### src/rtl/usb_rw_responder.sv
// usb_rw_responder
// Device-side responder for the thumb-drive read/write sequence. An OUT to the
// address endpoint latches a 16-bit word address. An OUT to the data endpoint
// then writes a 64-bit word, or an IN from the data endpoint reads one. Every
// accepted token gets exactly one registered handshake. NAK throttles the host
// while the backing memory is busy.

module usb_rw_responder #(
    parameter logic [6:0] DEV_ADDR  = 7'd5,
    parameter logic [3:0] ADDR_ENDP = 4'd4,
    parameter logic [3:0] DATA_ENDP = 4'd8
) (
    input  logic        clk,
    input  logic        rst,
    input  logic        tok_valid,
    input  logic        tok_in,
    input  logic [6:0]  tok_addr,
    input  logic [3:0]  tok_endp,
    input  logic [63:0] data_rx,
    input  logic        data_rx_ok,
    output logic        resp_valid,
    output logic [1:0]  resp_type,
    output logic [63:0] data_tx,
    output logic        mem_req,
    output logic        mem_we,
    output logic [15:0] mem_addr,
    output logic [63:0] mem_wdata,
    input  logic [63:0] mem_rdata,
    input  logic        mem_ack,
    output logic        busy,
    output logic [7:0]  stall_cnt
);

    typedef enum logic [2:0] {
        ST_IDLE,
        ST_ADDR,
        ST_WRITE,
        ST_READ,
        ST_RDATA
    } state_e;

    localparam logic [1:0] RESP_ACK   = 2'd0;
    localparam logic [1:0] RESP_NAK   = 2'd1;
    localparam logic [1:0] RESP_STALL = 2'd2;
    localparam logic [1:0] RESP_DATA  = 2'd3;

    state_e      state_q, state_d, state_tok;
    logic [15:0] addr_reg_q, addr_reg_d;
    logic [63:0] rbuf_q, rbuf_d;
    logic        resp_valid_q, resp_valid_d;
    logic [1:0]  resp_type_q, resp_type_d;
    logic [63:0] data_tx_q, data_tx_d;
    logic        mem_req_q, mem_req_d;
    logic        mem_we_q, mem_we_d;
    logic [15:0] mem_addr_q, mem_addr_d;
    logic [63:0] mem_wdata_q, mem_wdata_d;
    logic        busy_q, busy_d;
    logic [7:0]  stall_cnt_q, stall_cnt_d;

    logic        tok_accept;
    logic        is_addr_out;
    logic        is_data_out;
    logic        is_data_in;
    logic        resp_fire;
    logic [1:0]  resp_code;
    logic        latch_addr;
    logic        start_write;
    logic        start_read;
    logic        send_data;
    logic        ack_write;
    logic        ack_read;

    // Classify the incoming token; foreign addresses and corrupt OUT payloads are dropped silently
    always_comb begin
        tok_accept  = tok_valid && (tok_addr == DEV_ADDR) && (tok_in || data_rx_ok);
        is_addr_out = !tok_in && (tok_endp == ADDR_ENDP);
        is_data_out = !tok_in && (tok_endp == DATA_ENDP);
        is_data_in  = tok_in && (tok_endp == DATA_ENDP);
    end

    // Decide the handshake and the token-driven state move, judged against the state at cycle start
    always_comb begin
        resp_fire   = 1'b0;
        resp_code   = RESP_ACK;
        state_tok   = state_q;
        latch_addr  = 1'b0;
        start_write = 1'b0;
        start_read  = 1'b0;
        send_data   = 1'b0;
        if (tok_accept) begin
            resp_fire = 1'b1;
            if (is_addr_out) begin
                case (state_q)
                    ST_IDLE, ST_ADDR, ST_RDATA: begin
                        latch_addr = 1'b1;
                        state_tok  = ST_ADDR;
                        resp_code  = RESP_ACK;
                    end
                    default: resp_code = RESP_NAK;
                endcase
            end else if (is_data_out) begin
                case (state_q)
                    ST_ADDR: begin
                        start_write = 1'b1;
                        state_tok   = ST_WRITE;
                        resp_code   = RESP_ACK;
                    end
                    ST_WRITE, ST_READ: resp_code = RESP_NAK;
                    default:           resp_code = RESP_STALL;
                endcase
            end else if (is_data_in) begin
                case (state_q)
                    ST_ADDR: begin
                        start_read = 1'b1;
                        state_tok  = ST_READ;
                        resp_code  = RESP_NAK;
                    end
                    ST_WRITE, ST_READ: resp_code = RESP_NAK;
                    ST_RDATA: begin
                        send_data = 1'b1;
                        state_tok = ST_IDLE;
                        resp_code = RESP_DATA;
                    end
                    default: resp_code = RESP_STALL;
                endcase
            end else begin
                resp_code = RESP_STALL;
            end
        end
    end

    // Fold in memory completion; tokens never move WRITE/READ, so the ack can override safely
    always_comb begin
        ack_write = mem_ack && (state_q == ST_WRITE);
        ack_read  = mem_ack && (state_q == ST_READ);
        state_d   = state_tok;
        if (ack_write) begin
            state_d = ST_IDLE;
        end else if (ack_read) begin
            state_d = ST_RDATA;
        end
    end

    // Address latch and read buffer; a new address throws away any unread word
    always_comb begin
        addr_reg_d = addr_reg_q;
        rbuf_d     = rbuf_q;
        if (latch_addr) begin
            addr_reg_d = data_rx[15:0];
        end
        if (latch_addr || send_data) begin
            rbuf_d = 64'd0;
        end
        if (ack_read) begin
            rbuf_d = mem_rdata;
        end
    end

    // Memory port: request is held for as long as an access is outstanding
    always_comb begin
        mem_req_d   = (state_d == ST_WRITE) || (state_d == ST_READ);
        mem_we_d    = mem_we_q;
        mem_addr_d  = mem_addr_q;
        mem_wdata_d = mem_wdata_q;
        if (start_write) begin
            mem_we_d    = 1'b1;
            mem_addr_d  = addr_reg_q;
            mem_wdata_d = data_rx;
        end else if (start_read) begin
            mem_we_d   = 1'b0;
            mem_addr_d = addr_reg_q;
        end
        busy_d = mem_req_d;
    end

    // Handshake outputs and the saturating STALL counter
    always_comb begin
        resp_valid_d = resp_fire;
        resp_type_d  = resp_fire ? resp_code : RESP_ACK;
        data_tx_d    = send_data ? rbuf_q : 64'd0;
        stall_cnt_d  = stall_cnt_q;
        if (resp_fire && (resp_code == RESP_STALL) && (stall_cnt_q != 8'hFF)) begin
            stall_cnt_d = stall_cnt_q + 8'd1;
        end
    end

    // State and output registers with synchronous reset
    always_ff @(posedge clk) begin
        if (rst) begin
            state_q      <= ST_IDLE;
            addr_reg_q   <= 16'd0;
            rbuf_q       <= 64'd0;
            resp_valid_q <= 1'b0;
            resp_type_q  <= RESP_ACK;
            data_tx_q    <= 64'd0;
            mem_req_q    <= 1'b0;
            mem_we_q     <= 1'b0;
            mem_addr_q   <= 16'd0;
            mem_wdata_q  <= 64'd0;
            busy_q       <= 1'b0;
            stall_cnt_q  <= 8'd0;
        end else begin
            state_q      <= state_d;
            addr_reg_q   <= addr_reg_d;
            rbuf_q       <= rbuf_d;
            resp_valid_q <= resp_valid_d;
            resp_type_q  <= resp_type_d;
            data_tx_q    <= data_tx_d;
            mem_req_q    <= mem_req_d;
            mem_we_q     <= mem_we_d;
            mem_addr_q   <= mem_addr_d;
            mem_wdata_q  <= mem_wdata_d;
            busy_q       <= busy_d;
            stall_cnt_q  <= stall_cnt_d;
        end
    end

    assign resp_valid = resp_valid_q;
    assign resp_type  = resp_type_q;
    assign data_tx    = data_tx_q;
    assign mem_req    = mem_req_q;
    assign mem_we     = mem_we_q;
    assign mem_addr   = mem_addr_q;
    assign mem_wdata  = mem_wdata_q;
    assign busy       = busy_q;
    assign stall_cnt  = stall_cnt_q;

endmodule
### config.mk
export PLATFORM = sky130hd
export DESIGN_NAME = usb_rw_responder
export DESIGN_NICKNAME = d
export VERILOG_FILES = /design/src/rtl/usb_rw_responder.sv
export SDC_FILE = /design/constraint.sdc
export NUM_CORES = 1
export LEC_CHECK = 0
export CORE_UTILIZATION = 30
export CTS_CLUSTER_SIZE = 8
export DETAILED_ROUTE_END_ITERATION = 7
export PLACE_DENSITY_LB_ADDON = 0.2
export SKIP_CTS_REPAIR_TIMING = 1
export SLEW_MARGIN = 0
export SYNTH_ARGS = -nofsm -noshare
export SYNTH_HDL_FRONTEND = slang
export SYNTH_SLANG_ARGS = --single-unit
export TNS_END_PERCENT = 5
### constraint.sdc
create_clock -name clk -period 2.7 [get_ports clk]
set_input_delay 0.405 -clock clk [delete_from_list [all_inputs] [get_ports clk]]
set_output_delay 0.405 -clock clk [all_outputs]
set_load 0.05 [all_outputs]
==> flow_summary.yaml <==
finish:
  multi_input_area_mm2: 0.00271
  regArea_mm2: 0.00480
  diodes: 0
  fillCellCount: 2366
  syn_to_final_growth_pct: 56.9
  drive_above_1_share_pct: 6.50
  finish.instance_area_mm2: 0.0121
  fin_util_pct: 48.1
  fin_nets: 1203
routing:
  drt-total-wl_mm: 20.6
  dr_wl_met2_mm: 10.0
  drt-vias-per-instance: 4.50
  drt_iter0_drc: 286
  met1_length_mm: 8.46
  dr.pass1.iters: 4
  dr_wl_met3_mm: 1.58
  vias: 6261
  ant_nets: 0
  wl_per_cell_um: 14.8
  top_layer: "met4"
  drc: 0
sta:
  slew_viol_final: 0
  period_minus_slack_ns: 2.19
  rsz0062_at_grt: "no"
  setup_viol: 0
  finalSetupTns_ns: 0
  slew_headroom_pct: 38.8
  worst_pin_slew_ns: 0.913
  period_share_pct: 81.1
  timing.fmax_mhz: 456
  worst_slack_ns: 0.509
  fin_skew_ns: 0.00943
  hold_viol_final: 0
floorplan:
  start_util_pct: 30.6
  core_mm2: 0.0252
  ios: 303
  design.die.area_mm2: 0.0264
  die_y_um: 162
  fp.dieW_um: 162
  row_count: 58
worst_setup_path:
  crit_type: "input pin to flop"
  arrival_ns: 2.60
  cp_cell_sequence: "clkdlybuf4s50_1 -> nor4b_1 -> o211ai_1 -> buf_4 -> or4b_4 -> or3_1 -> a21oi_1"
  cp.required_ns: 3.11
  critPathMaxStageDelay_ns: 0.61
  reg2reg_from: "state_q[1]$_SDFF_PP0_"
  worst-r2r-setup-slack_ns: 0.63
  crit_path_start_kind: "input pin"
  cp_slowest_cell: "or4b_4"
  crit_buf_inv: 2
  cp-end-kind: "flop"
  r2r_end: "rbuf_q[28]$_SDFFE_PP0P_"
  critPathMaxFanout: 11
  reg2reg_depth: 6
  crit_family: "simple AND/OR/NAND/NOR gates"
grt:
  grtUsageTotal_pct: 15.4
  grt_overflow: 0
  grt_pass1_vias: 6089
  grt_max_degree: 66
  antenna_found_initial: 0
  grt_pass1_wl_mm: 32.4
synthesis:
  yosysSeqAreaShare_pct: 62.3
  synth_edf_count: 0
  synth_top_family_by_area: "simple AND/OR/NAND/NOR gates"
  avgSynthCellArea_um2: 10.2
  dominantRegCellSynth: "dfxtp_1"
  synth-xor-area-share_pct: 0.114
  synthArstFlopShare_pct: 0
  ys_types: 40
  yosysWarnings: 0
  synthSimpleGateAreaFrac_pct: 16.7
  netlist_instances: 754
  synth_fa_ha_area_share_pct: 0.162
  ys_seq_elements: 240
  synth_mux_area_share_pct: 4.43
  synth-compound-area-share_pct: 13.4
  netlist_area_mm2: 0.00771
  syn_nets: 900
worst_hold_path:
  min_delay_path_depth: 2
  hp-start: "rst"
  holdPathEnd: "addr_reg_q[11]$_SDFFE_PP0P_"
  hold_path_class: "input pin to flop"
placement:
  dp_slack_ns: -0.00366
  port-buffer-count: 302
  gp_congestion: 0.783
  placed_area_mm2: 0.0111
  dp.final_hpwl_mm: 13.7
clocking:
  clk_pin_slew_ns: 0.05
  cts_buffers: 36
  max-clock-path-buffers: 3
  cts_sinks: 240
  clock-root-buffer: "clkbuf_16"
  clock_latency_ns: 0.49
  htreeDepth: 2
  cts_tree: "built"
pwr:
  power_density_mw_per_mm2: 636
  p_leak_nw: 4.47
  ir_worst_vdd_uv: 545
flow_run:
  max-cap-violations: 0
run_status:
  status: "completed"
==> through the flow <==
step	std cells	total power [mW]	hold WS (ns)
global placement	1349	3.90	0.440
CTS	1391	7.83	0.345
global route	1391	8.00	0.370
detailed placement	1349	3.90	0.441
finish	1391	7.70	0.362
floorplan	754	3.66	0.430
==> logic make-up after synthesis <==
family / after synthesis
DFF: 240
buffers and inverters: 54
AOI/OAI and AO/OA: 152
xor gates and xnor gates: 1
muxes: 34
and+or+nand+nor: 272
adders and majority gates: 1
==> cell type report <==
class / count / area share [%]
repair buffers: 317 / 26.5
flip-flops and latches: 240 / 39.7
inverters: 2 / 0.0620
multi-input cells: 460 / 22.4
well taps: 330 / 3.41
clock buffers: 39 / 7.71
clock inverters: 3 / 0.217
==> layout by cell type, fill, tap and decap left out, drive strengths merged, types with 6 or more instances in the layout <==
| master | count |
|---|---|
| dfxtp | 240 |
| nand3 | 6 |
| clkdlybuf4s50 | 301 |
| buf | 16 |
| a22o | 65 |
| and2 | 65 |
| nor3 | 6 |
| mux2i | 33 |
| nor2 | 41 |
| nor2b | 6 |
| nand2 | 132 |
| a21oi | 72 |
| clkbuf | 39 |
==> state kept, by name, indices dropped and copies added (netlist names) <==
name and cells:
rbuf_q 64, stall_cnt 8, addr_reg_q 16, data_tx 64, resp_valid 1, busy 1
resp_type 2, mem_we 1, state_q 3, mem_wdata 64, mem_addr 16
==> where the power goes <==
| group | internal [mW] | switching [mW] | leakage [nW] | total (mW) |
|---|---|---|---|---|
| sequential | 3.55 | 0.0000836 | 1.93 | 3.55 |
| combinational | 0.194 | 0.0874 | 2.07 | 0.281 |
| clock | 2.42 | 1.46 | 0.471 | 3.87 |
==> routing by layer <==
layer	vias to the layer above	GRT usage, %
li1	3136	-
met1	2892	18.2
met2	190	25.5
met3	43	5.09
met4	0	6.17
met5	-	0
==> worst max-delay path by stage <==
stage / start / to / depth (start not counted)
after floorplan: tok_addr[4] / stall_cnt[6]$_SDFFE_PP0P_ / 6
after global placement: tok_addr[2] / stall_cnt[7]$_SDFFE_PP0P_ / 7
after detailed placement: tok_valid / stall_cnt[6]$_SDFFE_PP0P_ / 7
after CTS: tok_valid / stall_cnt[5]$_SDFFE_PP0P_ / 7
after global routing: state_q[1]$_SDFF_PP0_ / rbuf_q[26]$_SDFFE_PP0P_ / 6
final: tok_addr[4] / stall_cnt[5]$_SDFFE_PP0P_ / 7
==> synth_stat cells, types with 2 or more instances <==
cell type	number	area share [%]
nor2b_1	6	0.49
nor3_1	5	0.32
dfxtp_1	240	62
nor2_1	40	1.9
mux2i_1	33	4.3
or3_1	5	0.41
or2_2	2	0.16
nor4b_1	2	0.23
buf_4	2	0.19
a22o_1	65	7.4
buf_2	4	0.26
a21oi_1	72	4.7
nand2_1	132	6.4
o21a_1	2	0.19
inv_1	2	0.097
clkbuf_1	44	2.1
nand4_1	2	0.16
nand3_1	6	0.39
o21ai_0	5	0.32
and2_1	65	5.3
Note: power is estimated with default switching activity, not from simulation.
